### src/rtl/pkt_disassembler.sv
// Multicast packet disassembler: checks parity and type, emits keys (and payload when
// PKT_DIS_PLD_EN is defined) as event words, and keeps saturating drop/accept counters.
`ifndef PKT_BITS
`define PKT_BITS 72
`endif

module pkt_disassembler #(
    parameter int PACKET_BITS = `PKT_BITS,
    parameter int CNT_BITS    = 16
) (
    input  logic                   clk,
    input  logic                   reset,
    input  logic [PACKET_BITS-1:0] pkt_data_in,
    input  logic                   pkt_vld_in,
    output logic                   pkt_rdy_out,
    output logic [31:0]            evt_data_out,
    output logic                   evt_pld_out,
    output logic                   evt_vld_out,
    input  logic                   evt_rdy_in,
    input  logic                   clr_cnt_in,
    output logic [CNT_BITS-1:0]    pkt_cnt_out,
    output logic [CNT_BITS-1:0]    err_cnt_out,
    output logic [CNT_BITS-1:0]    drp_cnt_out
);

    typedef enum logic [1:0] {
        IDLE = 2'd0,
        KEY  = 2'd1,
        PLD  = 2'd2
    } state_t;

    state_t              r_state;
    logic                r_live;
    logic                r_evt_vld;
    logic                r_evt_pld;
    logic [31:0]         r_evt_data;
    logic [CNT_BITS-1:0] r_pkt_cnt;
    logic [CNT_BITS-1:0] r_err_cnt;
    logic [CNT_BITS-1:0] r_drp_cnt;

    logic [7:0]          w_hdr;
    logic [31:0]         w_key;
    logic                w_par_ok;
    logic                w_is_mc;
    logic                w_pkt_xfer;
    logic                w_good;
    logic                w_bad_par;
    logic                w_not_mc;
    logic                w_evt_xfer;
    logic                w_final;
    logic                w_more;

    function automatic logic [CNT_BITS-1:0] sat_inc(input logic [CNT_BITS-1:0] v);
        return v + {{(CNT_BITS-1){1'b0}}, ~&v};
    endfunction

    assign w_hdr    = pkt_data_in[7:0];
    assign w_key    = pkt_data_in[39:8];
    // Odd parity spans the payload only when the header says one is present.
    assign w_par_ok = w_hdr[1] ? (^pkt_data_in[PACKET_BITS-1:0]) : (^pkt_data_in[39:0]);
    assign w_is_mc  = (w_hdr[7:6] == 2'b00);

    assign w_pkt_xfer = pkt_vld_in && pkt_rdy_out;
    assign w_bad_par  = w_pkt_xfer && !w_par_ok;
    assign w_not_mc   = w_pkt_xfer && w_par_ok && !w_is_mc;
    assign w_good     = w_pkt_xfer && w_par_ok && w_is_mc;

    assign w_evt_xfer = r_evt_vld && evt_rdy_in;

`ifdef PKT_DIS_PLD_EN
    logic        r_has_pld;
    logic [31:0] r_pld;

    assign w_more  = (r_state == KEY) && r_has_pld;
    assign w_final = w_evt_xfer && (r_state == PLD || (r_state == KEY && !r_has_pld));

    always_ff @(posedge clk or posedge reset) begin
        if (reset) begin
            r_has_pld <= 1'b0;
            r_pld     <= '0;
        end else if (w_good) begin
            r_has_pld <= w_hdr[1];
            r_pld     <= pkt_data_in[PACKET_BITS-1:40];
        end
    end
`else
    assign w_more  = 1'b0;
    assign w_final = w_evt_xfer && (r_state == KEY);
`endif

    // Ready is held low until the first edge after reset releases.
    assign pkt_rdy_out = r_live && ((r_state == IDLE) || w_final);

    assign evt_vld_out  = r_evt_vld;
    assign evt_pld_out  = r_evt_pld;
    assign evt_data_out = r_evt_data;
    assign pkt_cnt_out  = r_pkt_cnt;
    assign err_cnt_out  = r_err_cnt;
    assign drp_cnt_out  = r_drp_cnt;

    always_ff @(posedge clk or posedge reset) begin
        if (reset) begin
            r_live <= 1'b0;
        end else begin
            r_live <= 1'b1;
        end
    end

    always_ff @(posedge clk or posedge reset) begin
        if (reset) begin
            r_state    <= IDLE;
            r_evt_vld  <= 1'b0;
            r_evt_pld  <= 1'b0;
            r_evt_data <= '0;
        end else begin
            case (r_state)
                IDLE: begin
                    if (w_good) begin
                        r_state    <= KEY;
                        r_evt_vld  <= 1'b1;
                        r_evt_pld  <= 1'b0;
                        r_evt_data <= w_key;
                    end
                end
                KEY, PLD: begin
                    if (w_evt_xfer) begin
`ifdef PKT_DIS_PLD_EN
                        if (w_more) begin
                            r_state    <= PLD;
                            r_evt_pld  <= 1'b1;
                            r_evt_data <= r_pld;
                        end else
`endif
                        // Final word released: a packet taken on this edge goes straight to KEY.
                        if (w_good) begin
                            r_state    <= KEY;
                            r_evt_vld  <= 1'b1;
                            r_evt_pld  <= 1'b0;
                            r_evt_data <= w_key;
                        end else begin
                            r_state    <= IDLE;
                            r_evt_vld  <= 1'b0;
                            r_evt_pld  <= 1'b0;
                        end
                    end
                end
                default: begin
                    r_state   <= IDLE;
                    r_evt_vld <= 1'b0;
                    r_evt_pld <= 1'b0;
                end
            endcase
        end
    end

    // Clear wins over a same-cycle increment.
    always_ff @(posedge clk or posedge reset) begin
        if (reset) begin
            r_pkt_cnt <= '0;
            r_err_cnt <= '0;
            r_drp_cnt <= '0;
        end else if (clr_cnt_in) begin
            r_pkt_cnt <= '0;
            r_err_cnt <= '0;
            r_drp_cnt <= '0;
        end else begin
            if (w_good)    r_pkt_cnt <= sat_inc(r_pkt_cnt);
            if (w_bad_par) r_err_cnt <= sat_inc(r_err_cnt);
            if (w_not_mc)  r_drp_cnt <= sat_inc(r_drp_cnt);
        end
    end

endmodule
### config.mk
export PLATFORM = sky130hd
export DESIGN_NAME = pkt_disassembler
export DESIGN_NICKNAME = d
export VERILOG_FILES = /design/src/rtl/pkt_disassembler.sv
export SDC_FILE = /design/constraint.sdc
export NUM_CORES = 1
export LEC_CHECK = 0
export ABC_AREA = 1
export BUFFER_PORTS_ARGS = -buffer_cell sky130_fd_sc_hd__buf_2
export CORE_MARGIN = 2
export CORE_UTILIZATION = 49
export DETAILED_ROUTE_END_ITERATION = 6
export PLACE_DENSITY = 0.79
export SLEW_MARGIN = 20
export SYNTH_ARGS = -nofsm -noshare
export SYNTH_HDL_FRONTEND = slang
export SYNTH_SLANG_ARGS = --single-unit
### constraint.sdc
create_clock -name clk -period 1.9 [get_ports clk]
set_input_delay 0 -clock clk [delete_from_list [all_inputs] [get_ports clk]]
set_output_delay 0 -clock clk [all_outputs]
set_load 0.01 [all_outputs]
==> results.tsv, run 1 <==
metric	value	unit
antenna_left	0	
die_width	115.9	um
grt_pass1_vias	6593	
combPwrFrac	34.8	%
skew	0.008903	ns
antenna_found_initial	0	
clk_pin_slew	0.07	ns
synth_area	0.006131	mm^2
async_reset_ff_share	100.0	%
maxCapViolCount	0	
grt_overflow	0	
wl_per_cell	12.28	um
p_per_area	687.3	mW/mm^2
rows	40	
gp_congestion	0.9264	
finalPower	6.104	mW
setup.worst_path.start_class	flop	
critPathMaxFanout	3	
syn_inst	1002	
dieHeight	115.9	um
final_util	73.33	%
num_antenna_cells	0	
grt_max_degree	47	
fp.dieArea	0.01342	mm^2
required	2.15	ns
avgSynthCellArea	6.119	um^2
ys.flop_type	dfrtp_1	
rsz0062_at_grt	true	
drt_iter0_drc	541	
clockBufferDepth	2	
grt_util_all_layers	25.60	%
crit_path_end_kind	flop	
netSwitchingFraction	35.85	%
violations	DRC, setup timing	
first_pass_iters	7	
met2_usage	45.42	%
p_seq_share	37.3	%
vias_per_cell	4.975	
cts_root_buffer	clkbuf_16	
drcViolationCount	9	
synth_top_area_share	33.47	%
synth.largest_area_cell	dfrtp_1	
ys_seq_elements	82	
clock_latency	0.36	ns
period_needed	1.974	ns
hp-class	input port to flop	
detailroute.via_count	7263	
start_util	50.62	%
cp_data_arrival_time	2.22	ns
grt_first_pass_wirelength	27660	um
p_sw	2.189	mW
cts_tree	yes	
p_int	3.916	mW
yosysWarnings	0	
fmax	506.5	MHz
use_met3	6.119	%
fillers	979	
io_pins	160	
synth_area_leaders	dfrtp_1 (33%), nand2_1 (30%), inv_1 (6.1%), nand3_1 (5.8%), nor2_1 (5.6%)	
layout-drive-gt1-share	29.80	%
crit_type	flop to flop	
syn2layout_area_growth	44.86	%
top_usage_layer	met2	
hold_violations	0	
power_frac_clock	27.9	%
synth-edff-count	0	
ir_drop	0.5532	mV
synth_fp_nets	1086	
use_met1	29.28	%
status	finished, violations left	
wirelength	17930	um
synth_most_common_cell	nand2_1	
ys_top_cells_by_count	nand2_1 (492), inv_1 (100), nor2_1 (92)	
cts_buffers	9	
hpwl	12710	um
htree_levels	3	
yosysSeqAreaShare	33.47	%
slew_headroom	53.36	%
synth_cell_types	31	
leakage	5.268	nW
fin_ws	-0.07432	ns
drv_slew	0	
fin_nets	1371	
io_buffers	158	
period_share	103.9	%
worst_pin_slew	0.6981	ns
cts_sinks	82	
setup_violations	8	
fp.coreArea	0.01211	mm^2
==> final timing paths <==
check                                startpoint                to  slack [ns]  cells past startpoint
worst max-delay path             drp_cnt_out[0]   drp_cnt_out[12]       -0.07                     12
worst min-delay path            pkt_data_in[28]  evt_data_out[20]        0.03                      4
worst max register to register   drp_cnt_out[0]   drp_cnt_out[12]       -0.07                     12
worst min register to register  evt_data_out[6]   evt_data_out[6]        0.48                      2
max in group asynchronous                 reset    err_cnt_out[6]        1.00                      4
min in group asynchronous                 reset  evt_data_out[25]        0.29                      3
==> state kept, by name, summed over array words and instances (netlist names) <==
| signal | count |
|---|---|
| evt_data_out | 32 |
| pkt_cnt_out | 16 |
| drp_cnt_out | 16 |
| err_cnt_out | 16 |
| r_live | 1 |
| evt_vld_out | 1 |
==> cells by family (layout without fill, tap and decap cells) <==
family,count (synthesis),in the layout,synth area share (%)
and+or+nand+nor,701,702,46.86
DFF,82,82,33.47
AOI/OAI and AO/OA,36,36,2.939
adders and majority gates,7,7,1.429
buffers and inverters,125,414,8.183
other,2,2,0.1225
xor gates and xnor gates,49,49,7.000
==> placed cells by master (no fill, tap or decap), types with 2 or more instances in the layout <==
cell	Yosys	layout
nand2_1	492	468
buf_2	7	158
buf_4	2	103
inv_1	100	89
nor2_1	92	82
dfrtp_1	82	77
nand3_1	71	61
xor2_1	30	29
o21ai_0	27	24
nand2_2	6	22
dlygate4sd3_1	0	22
xnor2_1	19	17
inv_2	1	11
nand2_4	2	11
nand4_1	10	10
nand3_2	1	10
o21ai_1	7	10
clkbuf_16	0	9
buf_6	2	9
ha_2	0	6
nor2_2	0	5
nor2_4	0	5
nor3_1	10	5
dfrtp_2	0	5
buf_12	0	5
nor3_2	0	4
nor4_1	7	3
clkinvlp_4	0	3
nor4_4	0	3
nand3b_1	2	2
nand4_4	1	2
a21oi_1	2	2
xnor2_2	0	2
nor3b_1	3	2
conb_1	2	2
inv_6	0	2
==> per-stage QoR <==
step	TNS, ns	hold slack [ns]	area [um^2]	instances	setup slack, ns
floorplan	-0.006888	0.09645	6175	1002	-0.003587
global placement	-14.90	0.1318	7896	1408	-0.2773
detailed placement	-18.37	0.1353	7896	1408	-0.3441
CTS	-0.03875	0.01919	8522	1451	-0.02000
global route	-3.018	0.04827	8881	1460	-0.2313
finish	-0.3143	0.02975	8881	1460	-0.07432
==> repair_timing <==
item,in CTS,in global routing
gates cloned,0,2
hold buffers,22,0
endpoints found under the hold margin,49,0
setup buffers,5,9
pin swaps,9,40
setup endpoints to repair,21,80
gates resized for setup,20,82
==> worst max-delay path, stage by stage (launching register included) <==
cell and delay (ns):
dfrtp_1 0.37, nand2_1 0.07, nor4_1 0.31, nand2_1 0.15, ha_2 0.22, nand2_2 0.10
nor2_4 0.06, buf_4 0.13, nand2_1 0.09, xor2_1 0.16, nor2_1 0.06, nand2_1 0.09
nand2_1 0.05
==> per-layer routing <==
metal / up-vias / part of all wire, %
met3: 65 / 6.6
li1: 3645 / -
met5: - / 0
met1: 3287 / 40
met4: 0 / 3.6
met2: 266 / 50
==> layout make-up <==
class,instances,area (um^2),share of cell area (%)
clock buffer,11,242.7,2.733
clock inverter,5,37.54,0.4227
inverter,101,382.9,4.311
multi-input combinational,796,3964,44.63
sequential,82,2058,23.18
tap,168,210.2,2.367
timing repair buffer,297,1986,22.36
==> power groups by stage <==
| stage | clock network (mW) | logic [mW] | registers (mW) |
|---|---|---|---|
| floorplan | 0 | 0.937 | 2.48 |
| global placement | 0 | 1.92 | 2.28 |
| detailed placement | 0 | 1.98 | 2.30 |
| CTS | 1.73 | 2.03 | 2.28 |
| global route | 1.79 | 2.37 | 2.31 |
| finish | 1.70 | 2.12 | 2.28 |
No activity file was read; power rests on OpenSTA's default activity.
==> inputs of run 2 (changes only) <==
--- a/config.mk
+++ b/config.mk
@@ -5,12 +5,11 @@
 export SDC_FILE = /design/constraint.sdc
 export NUM_CORES = 1
 export LEC_CHECK = 0
-export ABC_AREA = 1
 export BUFFER_PORTS_ARGS = -buffer_cell sky130_fd_sc_hd__buf_2
 export CORE_MARGIN = 2
-export CORE_UTILIZATION = 49
+export CORE_UTILIZATION = 46
 export DETAILED_ROUTE_END_ITERATION = 6
-export PLACE_DENSITY = 0.79
+export PLACE_DENSITY = 0.78
 export SLEW_MARGIN = 20
 export SYNTH_ARGS = -nofsm -noshare
 export SYNTH_HDL_FRONTEND = slang
==> run 2 against run 1 <==
Net effect: the flow finishes with violations (setup timing); register-to-register slack worse by 0.34 ns; routed wire length is 2.0% lower; critical path type is now input port to flop; sequential power is 4% higher.
==> results.tsv, run 2 <==
metric	value	unit	change
clk_pin_slew	0.09	ns	was 0.07 ns
p_sw	3.870	mW	was 2.189 mW
cts_root_buffer	clkbuf_8		was clkbuf_16
finalPower	9.817	mW	was 6.104 mW
first_pass_iters	5		was 7
start_util	47.72	%	was 50.62%
cts_tree	yes		unchanged
yosysWarnings	0		unchanged
stdcell_area	0.008169	mm^2	was 0.008881 mm^2
antenna_found_initial	0		unchanged
hold_ws	0.1401	ns	was 0.02975 ns
synth_fp_nets	536		was 1,086
synth_most_common_cell	dfrtp_1		was nand2_1
crit_path_end_kind	flop		unchanged
grt_first_pass_wirelength	24070	um	was 27,660 um
leakage	3.836	nW	was 5.268 nW
io_buffers	158		unchanged
ys_top_cells_by_count	dfrtp_1 (82), xnor2_1 (62), mux2_2 (36)		was nand2_1 (492), inv_1 (100), nor2_1 (92)
rows	36		was 40
layout-drive-gt1-share	57.59	%	was 29.80%
cts_buffers	9		unchanged
synth_compound_gate_area_share	10.41	%	was 2.939%
rsz0062_at_grt	true		unchanged
grt_pass1_vias	4993		was 6,593
hpwl	9750	um	was 12,710 um
synth_area_leaders	dfrtp_1 (44%), xnor2_1 (12%), mux2_2 (8.7%), a21oi_1 (3.2%), xor2_1 (2.8%)		was dfrtp_1 (33%), nand2_1 (30%), inv_1 (6.1%), nand3_1 (5.8%), nor2_1 (5.6%)
crit_chain	buf_2 -> xor2_1 -> xnor2_1 -> xnor2_1 -> xnor3_2 -> xnor2_4 -> a21boi_4 -> buf_12 -> o21ai_4 -> or4_1 -> a21oi_1		was nand2_1 -> nor4_1 -> nand2_1 -> ha_2 -> nand2_2 -> nor2_4 -> buf_4 -> nand2_1 -> xor2_1 -> nor2_1 -> nand2_1 -> nand2_1
dieHeight	104.9	um	was 115.9 um
fmax	430.9	MHz	was 506.5 MHz
critPathMaxFanout	5		was 3
violations	setup timing		was DRC, setup timing
vias_per_cell	5.482		was 4.975
crit_type	input port to flop		was flop to flop
gp_congestion	0.7778		was 0.9264
num_antenna_cells	0		unchanged
drt_iter0_drc	290		was 541
syn2layout_area_growth	74.34	%	was 44.86%
grt_util_all_layers	27.33	%	was 25.60%
htree_levels	3		unchanged
synth-edff-count	0		unchanged
maxCapViolCount	0		unchanged
setup.worst_path.start_class	input port		was flop
synth_top_area_share	43.79	%	was 33.47%
slowest_stage	or4_1		was dfrtp_1
top_usage_layer	met2		unchanged
synth_cell_types	47		was 31
ys.flop_type	dfrtp_1		unchanged
hp-class	input port to flop		unchanged
async_reset_ff_share	100.0	%	unchanged
detailroute.via_count	4956		was 7,263
synth.largest_area_cell	dfrtp_1		unchanged
use_met3	6.488	%	was 6.119%
pre_cts_ws	-0.8475	ns	was -0.3441 ns
required	2.17	ns	was 2.15 ns
wirelength	17580	um	was 17,930 um
status	finished, violations left		unchanged
period_needed	2.321	ns	was 1.974 ns
fp.dieArea	0.01101	mm^2	was 0.01342 mm^2
p_per_area	1202	mW/mm^2	was 687.3 mW/mm^2
place_area	0.006510	mm^2	was 0.007896 mm^2
cpPeakStageDelay	0.52	ns	was 0.37 ns
avgSynthCellArea	10.37	um^2	was 6.119 um^2
largest_register_ffs	32		unchanged
combPwrFrac	62.0	%	was 34.8%
fillers	551		was 979
fp.coreArea	0.009819	mm^2	was 0.01211 mm^2
antenna_left	0		unchanged
yosys.area_share.simple	16.50	%	was 46.86%
synth_fa_ha_area_share	1.869	%	was 1.429%
p_seq_share	24.2	%	was 37.3%
ys_seq_elements	82		unchanged
yosysSeqAreaShare	43.79	%	was 33.47%
setup-tns-final	-25.76	ns	was -0.3143 ns
synthMuxAreaShare	8.865	%	was 0%
io_pins	160		unchanged
use_met1	31.49	%	was 29.28%
cp_data_arrival_time	2.59	ns	was 2.22 ns
grt_max_degree	83		was 47
drcViolationCount	0		was 9
ir_drop	0.8774	mV	was 0.5532 mV
critPathTopFamily	XOR/XNOR gates		was simple AND/OR/NAND/NOR gates
path_buf_inv	2		was 1
worst_pin_slew	0.9127	ns	was 0.6981 ns
clockBufferDepth	2		unchanged
slew_headroom	39.15	%	was 53.36%
met2_usage	49.03	%	was 45.42%
die_width	104.9	um	was 115.9 um
syn_inst	452		was 1,002
cts_sinks	82		unchanged
synth_top_family_by_area	simple AND/OR/NAND/NOR gates		unchanged
clock_latency	0.37	ns	was 0.36 ns
path_common_cell	xnor2_1		was nand2_1
fin_nets	850		was 1,371
final_cell_mix	buf_2 (144), buf_4 (101), dfrtp_1 (81)		was nand2_1 (468), buf_2 (158), buf_4 (103)
grt_overflow	0		unchanged
period_share	122.1	%	was 103.9%
setup_violations	81		was 8
hold_violations	0		unchanged
drv_slew	0		unchanged
seq_area	0.002053	mm^2	was 0.002058 mm^2
power_frac_clock	13.8	%	was 27.9%
layout_commonest_cell	buf_2		was nand2_1
synth_xor_area_share	15.81	%	was 7.000%
skew	0.01428	ns	was 0.008903 ns
synth_area	0.004686	mm^2	was 0.006131 mm^2
multi_input_area	0.003322	mm^2	was 0.003964 mm^2
wl_per_cell	19.45	um	was 12.28 um
fin_ws	-0.4206	ns	was -0.07432 ns
p_int	5.946	mW	was 3.916 mW
netSwitchingFraction	39.43	%	was 35.85%
-- run 2: cell count changes after synthesis, moves of 13 or more --
cell | before | now
nand2_1 | 492 | 23
inv_1 | 100 | 11
nor2_1 | 92 | 22
nand3_1 | 71 | 18
xnor2_1 | 19 | 62
mux2_2 | 0 | 36
a21oi_1 | 2 | 30
xor2_1 | 30 | 15
or4_1 | 0 | 13
-- run 2: worst register-to-register path, stage by stage, from the launching register on --
cell and delay [ns]:
dfrtp_1 0.39, and3_4 0.20, nand3_4 0.09, nor2_4 0.04
and3_4 0.16, nand3_4 0.08, or2_4 0.16, ha_4 0.14
nand3b_1 0.17, buf_6 0.20, or4_1 0.46, a21oi_1 0.13
-- run 2: timing repair --
item,CTS,global route
setup endpoints to repair,80,81
pin swaps,46,61
hold buffers,34,0
endpoints found under the hold margin,115,0
setup buffers,16,14
resized for setup,61,109
cloned,2,3
-- run 2: final timing paths --
kind / startpoint / endpoint / slack [ns] / depth (start not counted)
max in group asynchronous: reset / err_cnt_out[2] / 1.20 / 4
worst min-delay path: pkt_data_in[7] / drp_cnt_out[0] / 0.14 / 5
worst max-delay path: pkt_data_in[19] / drp_cnt_out[3] / -0.42 / 11
worst min register to register: evt_data_out[13] / evt_data_out[13] / 0.53 / 1
worst max register to register: drp_cnt_out[4] / drp_cnt_out[14] / -0.41 / 11
min in group asynchronous: reset / evt_data_out[31] / 0.31 / 4
-- run 2: power by group through the flow --
stage | clock network, mW | registers (mW) | logic [mW]
floorplan | 0 | 2.51 | 2.06
global placement | 0 | 2.31 | 3.66
detailed placement | 0 | 2.34 | 3.79
CTS | 1.36 | 2.31 | 4.78
global route | 1.42 | 2.40 | 6.38
finish | 1.36 | 2.37 | 6.09
-- run 2: logic make-up (layout without fill, tap and decap cells) --
kind of cell | Yosys count | after routing
fa+ha+maj | 7 | 7
simple gates | 138 | 138
compound gates | 76 | 78
other cells | 2 | 2
flops | 82 | 82
mux | 37 | 37
buf+inv | 30 | 347
xor+xnor | 80 | 80
-- run 2: metal layers --
layer	vias up	routed length [um]
li1	2234	-
met4	0	499
met1	2475	6594
met2	204	9497
met5	-	0
met3	43	989
-- run 2: metrics by stage --
step | utilization, % | instances
after CTS | 76.35 | 891
after floorplan | - | 452
after global placement | 66.30 | 823
after global routing | 83.19 | 904
after detailed placement | 66.30 | 823
final | 83.19 | 904
-- run 2: layout make-up --
type / instances / area share [%]
clock buffer: 9 / 1.516
clock inverter: 7 / 0.9496
inverter: 11 / 0.6127
multi-input combinational: 342 / 40.66
sequential: 82 / 25.13
tap: 133 / 2.037
timing repair buffer: 320 / 29.09
==> inputs of run 3 (changes only) <==
--- a/config.mk
+++ b/config.mk
@@ -5,11 +5,13 @@
 export SDC_FILE = /design/constraint.sdc
 export NUM_CORES = 1
 export LEC_CHECK = 0
+export ABC_AREA = 1
 export BUFFER_PORTS_ARGS = -buffer_cell sky130_fd_sc_hd__buf_2
 export CORE_MARGIN = 2
-export CORE_UTILIZATION = 46
+export CORE_UTILIZATION = 49
 export DETAILED_ROUTE_END_ITERATION = 6
-export PLACE_DENSITY = 0.78
+export PLACE_DENSITY = 0.79
+export RECOVER_POWER = 25
 export SLEW_MARGIN = 20
 export SYNTH_ARGS = -nofsm -noshare
 export SYNTH_HDL_FRONTEND = slang
==> run 3 against run 2 <==
Net effect: design area up 8.3%; utilization down 10 points; final cell count up 62%; fmax up 18%; the run still ends with setup timing left; combinational power down 66%; register-to-register slack better by 0.34 ns; global-route usage down 1.7 points; via count up 47%; largest power group is now sequential cells.
==> results.tsv, run 3 (synthesized netlist as in run 1, its figures left out) <==
metric	value	unit	change
status	finished, violations left		unchanged
violations	setup timing		unchanged
die_width	115.9	um	was 104.9 um
largest_register_ffs	32		unchanged
period_share	103.6	%	was 122.1%
p_seq_share	37.9	%	was 24.2%
detailroute.via_count	7269		was 4,956
vias_per_cell	4.979		was 5.482
final_util	73.03	%	was 83.19%
path_common_cell	nand2_1		was xnor2_1
ir_drop	0.5310	mV	was 0.8774 mV
period_needed	1.969	ns	was 2.321 ns
combPwrFrac	34.1	%	was 62.0%
syn2layout_area_growth	44.27	%	was 74.34%
crit_path_end_kind	flop		unchanged
drv_slew	0		unchanged
finalPower	6.035	mW	was 9.817 mW
fin_nets	1371		was 850
critPathMaxFanout	3		was 5
io_buffers	158		unchanged
hold_violations	0		unchanged
fin_ws	-0.06930	ns	was -0.4206 ns
hp-class	input port to flop		unchanged
first_pass_iters	6		was 5
antenna_left	0		unchanged
p_sw	2.188	mW	was 3.870 mW
skew	0.007462	ns	was 0.01428 ns
place_area	0.007896	mm^2	was 0.006510 mm^2
setup.worst_path.start_class	flop		was input port
grt_max_degree	47		was 83
worst_pin_slew	1.429	ns	was 0.9127 ns
start_util	50.62	%	was 47.72%
grt_overflow	0		unchanged
slew_headroom	4.206	%	was 39.15%
gp_congestion	0.9264		was 0.7778
wirelength	17870	um	was 17,580 um
fmax	507.8	MHz	was 430.9 MHz
hold_ws	0.03375	ns	was 0.1401 ns
power_frac_clock	28.1	%	was 13.8%
layout_commonest_cell	nand2_1		was buf_2
drcViolationCount	0		unchanged
antenna_found_initial	0		unchanged
cts_buffers	9		unchanged
cts_tree	yes		unchanged
hpwl	12710	um	was 9750 um
netSwitchingFraction	36.25	%	was 39.43%
clockBufferDepth	2		unchanged
required	2.14	ns	was 2.17 ns
cp_data_arrival_time	2.21	ns	was 2.59 ns
clk_pin_slew	0.07	ns	was 0.09 ns
final_cell_mix	nand2_1 (468), buf_2 (131), buf_4 (103)		was buf_2 (144), buf_4 (101), dfrtp_1 (81)
stdcell_area	0.008845	mm^2	was 0.008169 mm^2
fp.coreArea	0.01211	mm^2	was 0.009819 mm^2
rsz0062_at_grt	true		unchanged
io_pins	160		unchanged
crit_chain	nand2_1 -> nor4_1 -> nand2_1 -> ha_2 -> nand2_2 -> nor2_4 -> buf_4 -> nand2_1 -> xor2_1 -> nor2_1 -> nand2_1 -> nand2_1		was buf_2 -> xor2_1 -> xnor2_1 -> xnor2_1 -> xnor3_2 -> xnor2_4 -> a21boi_4 -> buf_12 -> o21ai_4 -> or4_1 -> a21oi_1
dieHeight	115.9	um	was 104.9 um
num_antenna_cells	0		unchanged
layout-drive-gt1-share	27.71	%	was 57.59%
grt_pass1_vias	6593		was 4,993
setup_violations	8		was 81
maxCapViolCount	0		unchanged
wl_per_cell	12.24	um	was 19.45 um
fp.dieArea	0.01342	mm^2	was 0.01101 mm^2
cpPeakStageDelay	0.37	ns	was 0.52 ns
p_int	3.848	mW	was 5.946 mW
htree_levels	3		unchanged
rows	40		was 36
grt_util_all_layers	25.60	%	was 27.33%
clock_latency	0.35	ns	was 0.37 ns
drt_iter0_drc	536		was 290
grt_first_pass_wirelength	27660	um	was 24,070 um
cts_root_buffer	clkbuf_16		was clkbuf_8
slowest_stage	dfrtp_1		was or4_1
leakage	5.174	nW	was 3.836 nW
p_per_area	682.4	mW/mm^2	was 1202 mW/mm^2
cts_sinks	82		unchanged
crit_type	flop to flop		was input port to flop
==> run 3: path summary, 6_finish.rpt <==
kind | from | to | slack, ns | depth (start not counted)
min in group asynchronous | reset | evt_data_out[25] | 0.50 | 3
max in group asynchronous | reset | err_cnt_out[6] | 0.60 | 4
max | drp_cnt_out[0] | drp_cnt_out[12] | -0.07 | 12
min reg2reg | evt_data_out[7] | evt_data_out[7] | 0.49 | 2
max reg2reg | drp_cnt_out[0] | drp_cnt_out[12] | -0.07 | 12
min | pkt_data_in[28] | evt_data_out[20] | 0.03 | 4
==> run 3: layer usage <==
layer	part of all wire [%]	GRT usage, %	vias up
met2	50	45.42	260
met3	6.6	6.119	66
met1	40	29.28	3298
met5	0	0	-
met4	3.5	11.43	0
li1	-	-	3645
==> run 3: final cells by class <==
type,count,area (um^2)
fill,991,3267
multi-input combinational,796,3964
clock inverter,5,37.54
tap,168,210.2
sequential,82,2058
inverter,101,380.4
clock buffer,11,242.7
timing repair buffer,297,1952
==> run 3: power by group through the flow <==
stage / Combinational [mW] / Clock, mW / Sequential, mW
CTS: 2.03 / 1.73 / 2.28
global placement: 1.92 / 0 / 2.28
global route: 2.30 / 1.79 / 2.32
finish: 2.06 / 1.69 / 2.29
floorplan: 0.937 / 0 / 2.48
detailed placement: 1.98 / 0 / 2.30
==> run 3: stage by stage <==
stage / setup WS (ns) / setup TNS (ns) / cells
floorplan: -0.003587 / -0.006888 / 1002
global placement: -0.2773 / -14.90 / 1408
detailed placement: -0.3441 / -18.37 / 1408
CTS: -0.02000 / -0.03875 / 1451
global route: -0.2313 / -3.018 / 1460
finish: -0.06930 / -0.2994 / 1460
==> run 3: worst max-delay path, delay by kind of cell, from the launching register on <==
| family | cells | cell delay (ns) |
|---|---|---|
| simple gates | 9 | 0.99 |
| flops | 1 | 0.37 |
| xor+xnor | 1 | 0.16 |
| fa+ha+maj | 1 | 0.22 |
| buf+inv | 1 | 0.13 |
==> run 3: what timing repair did <==
action | 4_1_cts | 5_1_grt
hold buffers | 22 | 0
endpoints found under the setup margin | 21 | 80
gates resized for setup | 20 | 82
endpoints found under the hold margin | 49 | 0
pin swaps | 9 | 40
buffers inserted | 5 | 9
gates cloned | 0 | 2
